$ cat src/rtl/table_entry_fetcher_pkg.sv
// Shared types for the descriptor-table fetcher and the object buffer it feeds.
package table_entry_fetcher_pkg;

  typedef struct packed {
    logic [15:0] field_id;
    logic [7:0]  field_type;
    logic [7:0]  flags;
    logic [31:0] offset;
  } table_entry_t;

  typedef enum logic [1:0] {
    FETCH_IDLE,
    FETCH_REQ,
    FETCH_DRAIN,
    FETCH_DONE
  } fetch_state_t;

  localparam int ENTRY_BYTES_DEFAULT = 16;

endpackage

$ cat src/rtl/table_entry_fetcher_resp_fifo.sv
// Small prefetch FIFO holding returned table entries until the object buffer can take them.
module fetch_resp_fifo
  import table_entry_fetcher_pkg::*;
#(
  parameter  int DEPTH = 4,
  localparam int PW    = (DEPTH > 1) ? $clog2(DEPTH) : 1,
  localparam int CW    = $clog2(DEPTH) + 1
) (
  input  logic          clk,
  input  logic          reset_n,
  input  logic          push,
  input  table_entry_t  push_data,
  input  logic          pop,
  output table_entry_t  head,
  output logic [CW-1:0] count,
  output logic          empty
);

  table_entry_t  mem [DEPTH];
  logic [PW-1:0] wr_ptr_reg;
  logic [PW-1:0] rd_ptr_reg;
  logic [CW-1:0] count_reg;

  always_ff @(posedge clk or negedge reset_n) begin
    if (!reset_n) begin
      wr_ptr_reg <= '0;
      rd_ptr_reg <= '0;
      count_reg  <= '0;
    end else begin
      if (push) wr_ptr_reg <= wr_ptr_reg + PW'(1);
      if (pop)  rd_ptr_reg <= rd_ptr_reg + PW'(1);
      case ({push, pop})
        2'b10:   count_reg <= count_reg + CW'(1);
        2'b01:   count_reg <= count_reg - CW'(1);
        default: count_reg <= count_reg;
      endcase
    end
  end

  // Payload storage carries no reset; only pointers and count define validity.
  always_ff @(posedge clk) begin
    if (push) mem[wr_ptr_reg] <= push_data;
  end

  assign head  = mem[rd_ptr_reg];
  assign count = count_reg;
  assign empty = (count_reg == '0);

endmodule

$ cat src/rtl/table_entry_fetcher.sv
// Walks a contiguous descriptor table in memory and streams each entry into the object buffer.
module table_entry_fetcher
  import table_entry_fetcher_pkg::*;
#(
  parameter int ADDR_W      = 32,
  parameter int CNT_W       = 8,
  parameter int ENTRY_BYTES = ENTRY_BYTES_DEFAULT,
  parameter int PF_DEPTH    = 4
) (
  input  logic              clk,
  input  logic              reset_n,
  input  logic              start,
  input  logic [ADDR_W-1:0] base_addr,
  input  logic [CNT_W-1:0]  num_fields,
  output logic              busy,
  output logic              done,
  output logic              mem_req_valid,
  output logic [ADDR_W-1:0] mem_req_addr,
  input  logic              mem_req_ready,
  input  logic              mem_resp_valid,
  input  table_entry_t      mem_resp_data,
  output table_entry_t      entry_out,
  output logic              entry_valid,
  input  logic              buf_full
);

  localparam int CW = $clog2(PF_DEPTH) + 1;

  fetch_state_t      state_reg, state_next;
  logic [ADDR_W-1:0] base_reg;
  logic [CNT_W-1:0]  num_reg;
  logic [CNT_W-1:0]  req_cnt_reg;
  logic [CNT_W-1:0]  wr_cnt_reg;
  logic [CW-1:0]     outstanding_reg;
  logic              entry_valid_reg;
  table_entry_t      entry_out_reg;

  logic [CW-1:0]     fifo_count;
  logic              fifo_empty;
  table_entry_t      fifo_head;
  logic [CW:0]       in_flight;
  logic              walking;
  logic              req_fire;
  logic              resp_accept;
  logic              write_issue;

  assign walking   = (state_reg == FETCH_REQ) || (state_reg == FETCH_DRAIN);
  assign in_flight = {1'b0, outstanding_reg} + {1'b0, fifo_count};

  // Credit check: every issued read must have a FIFO slot waiting for it.
  assign mem_req_valid = (state_reg == FETCH_REQ) && (req_cnt_reg < num_reg) &&
                         (in_flight < (CW+1)'(PF_DEPTH));
  assign mem_req_addr  = base_reg + ADDR_W'(req_cnt_reg) * ADDR_W'(ENTRY_BYTES);
  assign req_fire      = mem_req_valid && mem_req_ready;

  // Responses only count when a read of this walk is still pending.
  assign resp_accept = mem_resp_valid && walking && (outstanding_reg != '0);

  // buf_full lags one write, so never issue in the cycle right after a write.
  assign write_issue = walking && !fifo_empty && !buf_full && !entry_valid_reg;

  assign busy        = (state_reg != FETCH_IDLE);
  assign done        = (state_reg == FETCH_DONE);
  assign entry_valid = entry_valid_reg;
  assign entry_out   = entry_out_reg;

  always_comb begin
    state_next = state_reg;
    case (state_reg)
      FETCH_IDLE:  if (start) state_next = (num_fields == '0) ? FETCH_DONE : FETCH_REQ;
      FETCH_REQ:   if (req_cnt_reg == num_reg) state_next = FETCH_DRAIN;
      FETCH_DRAIN: if (wr_cnt_reg == num_reg) state_next = FETCH_DONE;
      FETCH_DONE:  state_next = FETCH_IDLE;
      default:     state_next = FETCH_IDLE;
    endcase
  end

  always_ff @(posedge clk or negedge reset_n) begin
    if (!reset_n) begin
      state_reg       <= FETCH_IDLE;
      base_reg        <= '0;
      num_reg         <= '0;
      req_cnt_reg     <= '0;
      wr_cnt_reg      <= '0;
      outstanding_reg <= '0;
      entry_valid_reg <= 1'b0;
      entry_out_reg   <= '0;
    end else begin
      state_reg <= state_next;
      if (state_reg == FETCH_IDLE && start) begin
        base_reg    <= base_addr;
        num_reg     <= num_fields;
        req_cnt_reg <= '0;
        wr_cnt_reg  <= '0;
      end else begin
        if (req_fire)    req_cnt_reg <= req_cnt_reg + CNT_W'(1);
        if (write_issue) wr_cnt_reg  <= wr_cnt_reg + CNT_W'(1);
      end
      case ({req_fire, resp_accept})
        2'b10:   outstanding_reg <= outstanding_reg + CW'(1);
        2'b01:   outstanding_reg <= outstanding_reg - CW'(1);
        default: outstanding_reg <= outstanding_reg;
      endcase
      entry_valid_reg <= write_issue;
      if (write_issue) entry_out_reg <= fifo_head;
    end
  end

  fetch_resp_fifo #(
    .DEPTH (PF_DEPTH)
  ) u_resp_fifo (
    .clk       (clk),
    .reset_n   (reset_n),
    .push      (resp_accept),
    .push_data (mem_resp_data),
    .pop       (write_issue),
    .head      (fifo_head),
    .count     (fifo_count),
    .empty     (fifo_empty)
  );

endmodule

$ cat config.mk
export PLATFORM = sky130hd
export DESIGN_NAME = table_entry_fetcher
export DESIGN_NICKNAME = d
export VERILOG_FILES = /design/src/rtl/table_entry_fetcher_pkg.sv /design/src/rtl/table_entry_fetcher_resp_fifo.sv /design/src/rtl/table_entry_fetcher.sv
export SDC_FILE = /design/constraint.sdc
export NUM_CORES = 1
export LEC_CHECK = 0
export BUFFER_PORTS_ARGS = -buffer_cell sky130_fd_sc_hd__buf_2
export CELL_PAD_IN_SITES_DETAIL_PLACEMENT = 2
export CELL_PAD_IN_SITES_GLOBAL_PLACEMENT = 2
export CORE_ASPECT_RATIO = 1.4
export CORE_MARGIN = 8
export CORE_UTILIZATION = 25
export CTS_CLUSTER_DIAMETER = 50
export DETAILED_ROUTE_END_ITERATION = 10
export GPL_ROUTABILITY_DRIVEN = 0
export PLACE_DENSITY_LB_ADDON = 0.1
export SLEW_MARGIN = 20
export SYNTH_ARGS = -nofsm -noshare
export SYNTH_HDL_FRONTEND = slang
export SYNTH_HIERARCHICAL = 1
export SYNTH_SLANG_ARGS = --single-unit
$ cat constraint.sdc
create_clock -name clk -period 7.4 [get_ports clk]
set_clock_uncertainty 0.05 [all_clocks]
set_input_delay 1.11 -clock clk [delete_from_list [all_inputs] [get_ports clk]]
set_output_delay 1.11 -clock clk [all_outputs]
set_load 0.1 [all_outputs]
==> out/qor.yml <==
run_status:
  status: "complete, no violations"
job:
  cap_violations: 0
power:
  vdd_ir_drop_max_v: 0.000203
  p_leak_uw: 0.00787
  p_total_uw: 4930
  powerDensity_nw_per_um2: 253
synth:
  synth_commonest_cells: "edfxtp_1, dfrtp_1, nand2_1"
  synth_top_area_cell: "edfxtp_1"
  synth_warnings: 6
  yosysMostFrequentCell: "edfxtp_1"
  synth_edf_count: 256
  netlist.area_leader.share_pct: 48.8
  synthArstFlopShare_pct: 34.2
  ys_seq_area_share_pct: 69.9
  synth_ff_type: "edfxtp_1"
  syn_area_per_cell_um2: 16.9
  syn_area_um2: 15800
  synth_cells: 931
  ys_seq_elements: 389
  syn_nets: 1075
  yosys-top-cells-area: "edfxtp_1, dfrtp_1, mux4_2"
  synth.distinct_cells: 52
floorplanning:
  ioPinCount: 210
  std_cell_rows: 109
  die_y_um: 313
  die_w_um: 228
  core_area_um2: 62700
  dieArea_um2: 71500
  start_util_pct: 25.1
min_path:
  min_path_type: "primary input to asynchronous set/reset pin"
global_route:
  grt_use_total_pct: 12.5
  antenna_found_initial: 8
  grt_pass1_wl_mm: 68.5
  grt_pass1_vias: 10508
  overflow: 0
  grt_max_degree: 64
timing:
  fin_crit_sh_pct: 62.5
  hold_viol_final: 0
  fmax_ghz: 0.216
  tightestPinTransition_ns: 0.979
  hold_slack_ns: 0.402
  final-max-slew-violation-count: 0
  setup_viol: 0
  slew_headroom_pct: 34.8
  tns_ns: 0
  fin_crit_ns: 4.63
  grt_setup_unrepaired: "false"
final_layout:
  final_util_pct: 31.0
  layout.nets: 1311
  largest_reg_flops: 256
  syn_to_final_growth_pct: 23.5
  drive_gt1_share_pct: 36.0
cts:
  clkTransAtPathRegs_ns: 0.05
  clockBufferDepth: 3
  cts_setup_buffers: 0
  insertion_delay_ns: 0.59
  cts_tree: "built"
  cts_root_buffer: "clkbuf_16"
  clock-sinks: 389
  cts_resized: 0
  cts_buffers: 50
  cts_max_level: 2
  cts_hold_buf: 0
worst_setup_path:
  reg2reg_setup_slack_ns: 4.29
  r2r_start: "state_reg[0]$_DFFE_PN0P_"
  crit_start: "req_cnt_reg[0]$_DFFE_PN0P_"
  critPathRequiredTime_ns: 6.24
  worstPathArrival_ns: 3.47
  startpoint_type: "register"
  critPathCaptureType: "output port"
  crit_fanout: 10
  r2r-end: "u_resp_fifo/mem[2][28]$_DFFE_PP_"
  ff2ff_path_depth: 5
  endpoint: "mem_req_addr[30]"
  path_class: "register to output port"
drt:
  ant_nets: 0
  top_layer_used: "met5"
  vias: 8916
  drc_errors: 0
  wl_met2_mm: 23.2
  drt-met1-wl_mm: 17.6
  viasPerCell: 4.36
  wl_per_cell_um: 21.8
  drt-total-wl_mm: 44.5
  drt_pass1_iterations: 4
  initialDrtViolationCount: 335
  wl_met3_mm: 2.66
placed_design:
  dp.final_hpwl_mm: 28.4
  portBuffers: 209
[cell type report]
cell class / instances / area (um^2)
timing repair buffer: 222 / 1150
fill: 6511 / 43300
sequential: 389 / 11000
antenna: 3 / 7.51
clock buffer: 64 / 1350
inverter: 28 / 105
tap: 832 / 1040
clock inverter: 29 / 387
multi-input combinational: 476 / 4410
[worst min-delay path by stage]
stage                                    from                         to  slack, ns
CTS                                   reset_n    base_reg[0]$_DFFE_PN0P_       0.39
finish                                reset_n    base_reg[1]$_DFFE_PN0P_       0.40
global placement      base_reg[3]$_DFFE_PN0P_    base_reg[3]$_DFFE_PN0P_       0.41
floorplan             base_reg[0]$_DFFE_PN0P_    base_reg[0]$_DFFE_PN0P_       0.40
global route                          reset_n    base_reg[1]$_DFFE_PN0P_       0.41
detailed placement  entry_out[29]$_DFFE_PN0P_  entry_out[29]$_DFFE_PN0P_       0.42
[critical path, cell delays in order, from the launching register on]
cell and delay, ns:
dfrtp_1 0.46, ha_1 0.21, inv_1 0.05, fa_1 0.40, nor2b_1 0.20, o21bai_1 0.14, a2bb2oi_2 0.52, nor3b_1 0.30
xor2_1 0.16, buf_2 0.44
[power by group]
| part | leakage (uW) | switching (uW) | internal, uW |
|---|---|---|---|
| combinational | 0.00292 | 42.8 | 22.1 |
| sequential | 0.00410 | 0 | 2320 |
| clock | 0.000847 | 987 | 1550 |
[cell families (layout without fill, tap and decap cells)]
group,count (synthesis),after routing,share of synthesized area (%)
muxes,131,131,13.9
other,0,3,0
AOI/OAI and AO/OA,51,51,2.09
buffers and inverters,66,343,2.25
xor gates and xnor gates,49,49,2.72
DFF,389,389,69.9
and+or+nand+nor,211,211,6.34
adders and majority gates,34,34,2.84
[per-stage QoR]
stage / setup WS, ns / instances / instance area (um^2)
6_report: 2.77 / 2043 / 19500
5_1_grt: 2.49 / 2040 / 19500
4_1_cts: 2.66 / 2040 / 19500
3_5_place_dp: 3.30 / 1947 / 17700
3_3_place_gp: 3.34 / 1947 / 17700
2_1_floorplan: 2.94 / 931 / 15800
[cells in the final DEF, fill, tap and decap left out, types with 4 or more instances in the layout]
master / n
edfxtp_1: 256
buf_2: 208
dfrtp_1: 131
nand2_1: 128
mux4_2: 64
mux2_2: 51
clkbuf_16: 50
ha_1: 31
inv_1: 28
xnor2_1: 27
xor2_1: 22
nand3_1: 17
nor2_1: 15
a21oi_1: 14
o21ai_0: 14
mux2_1: 13
buf_4: 13
clkbuf_1: 9
and3_1: 8
nand4_1: 8
o31ai_1: 7
bufinv_16: 7
clkinv_2: 7
or4_1: 6
nor4_1: 5
clkbuf_8: 5
clkinv_4: 4
and2_4: 4
[per-layer routing]
metal / GRT usage [%] / up-vias
met4: 3.65 / 8
met2: 22.7 / 199
met3: 3.80 / 69
li1: - / 3987
met5: 0 / -
met1: 14.0 / 4653
No activity file was read; power rests on OpenSTA's default activity.
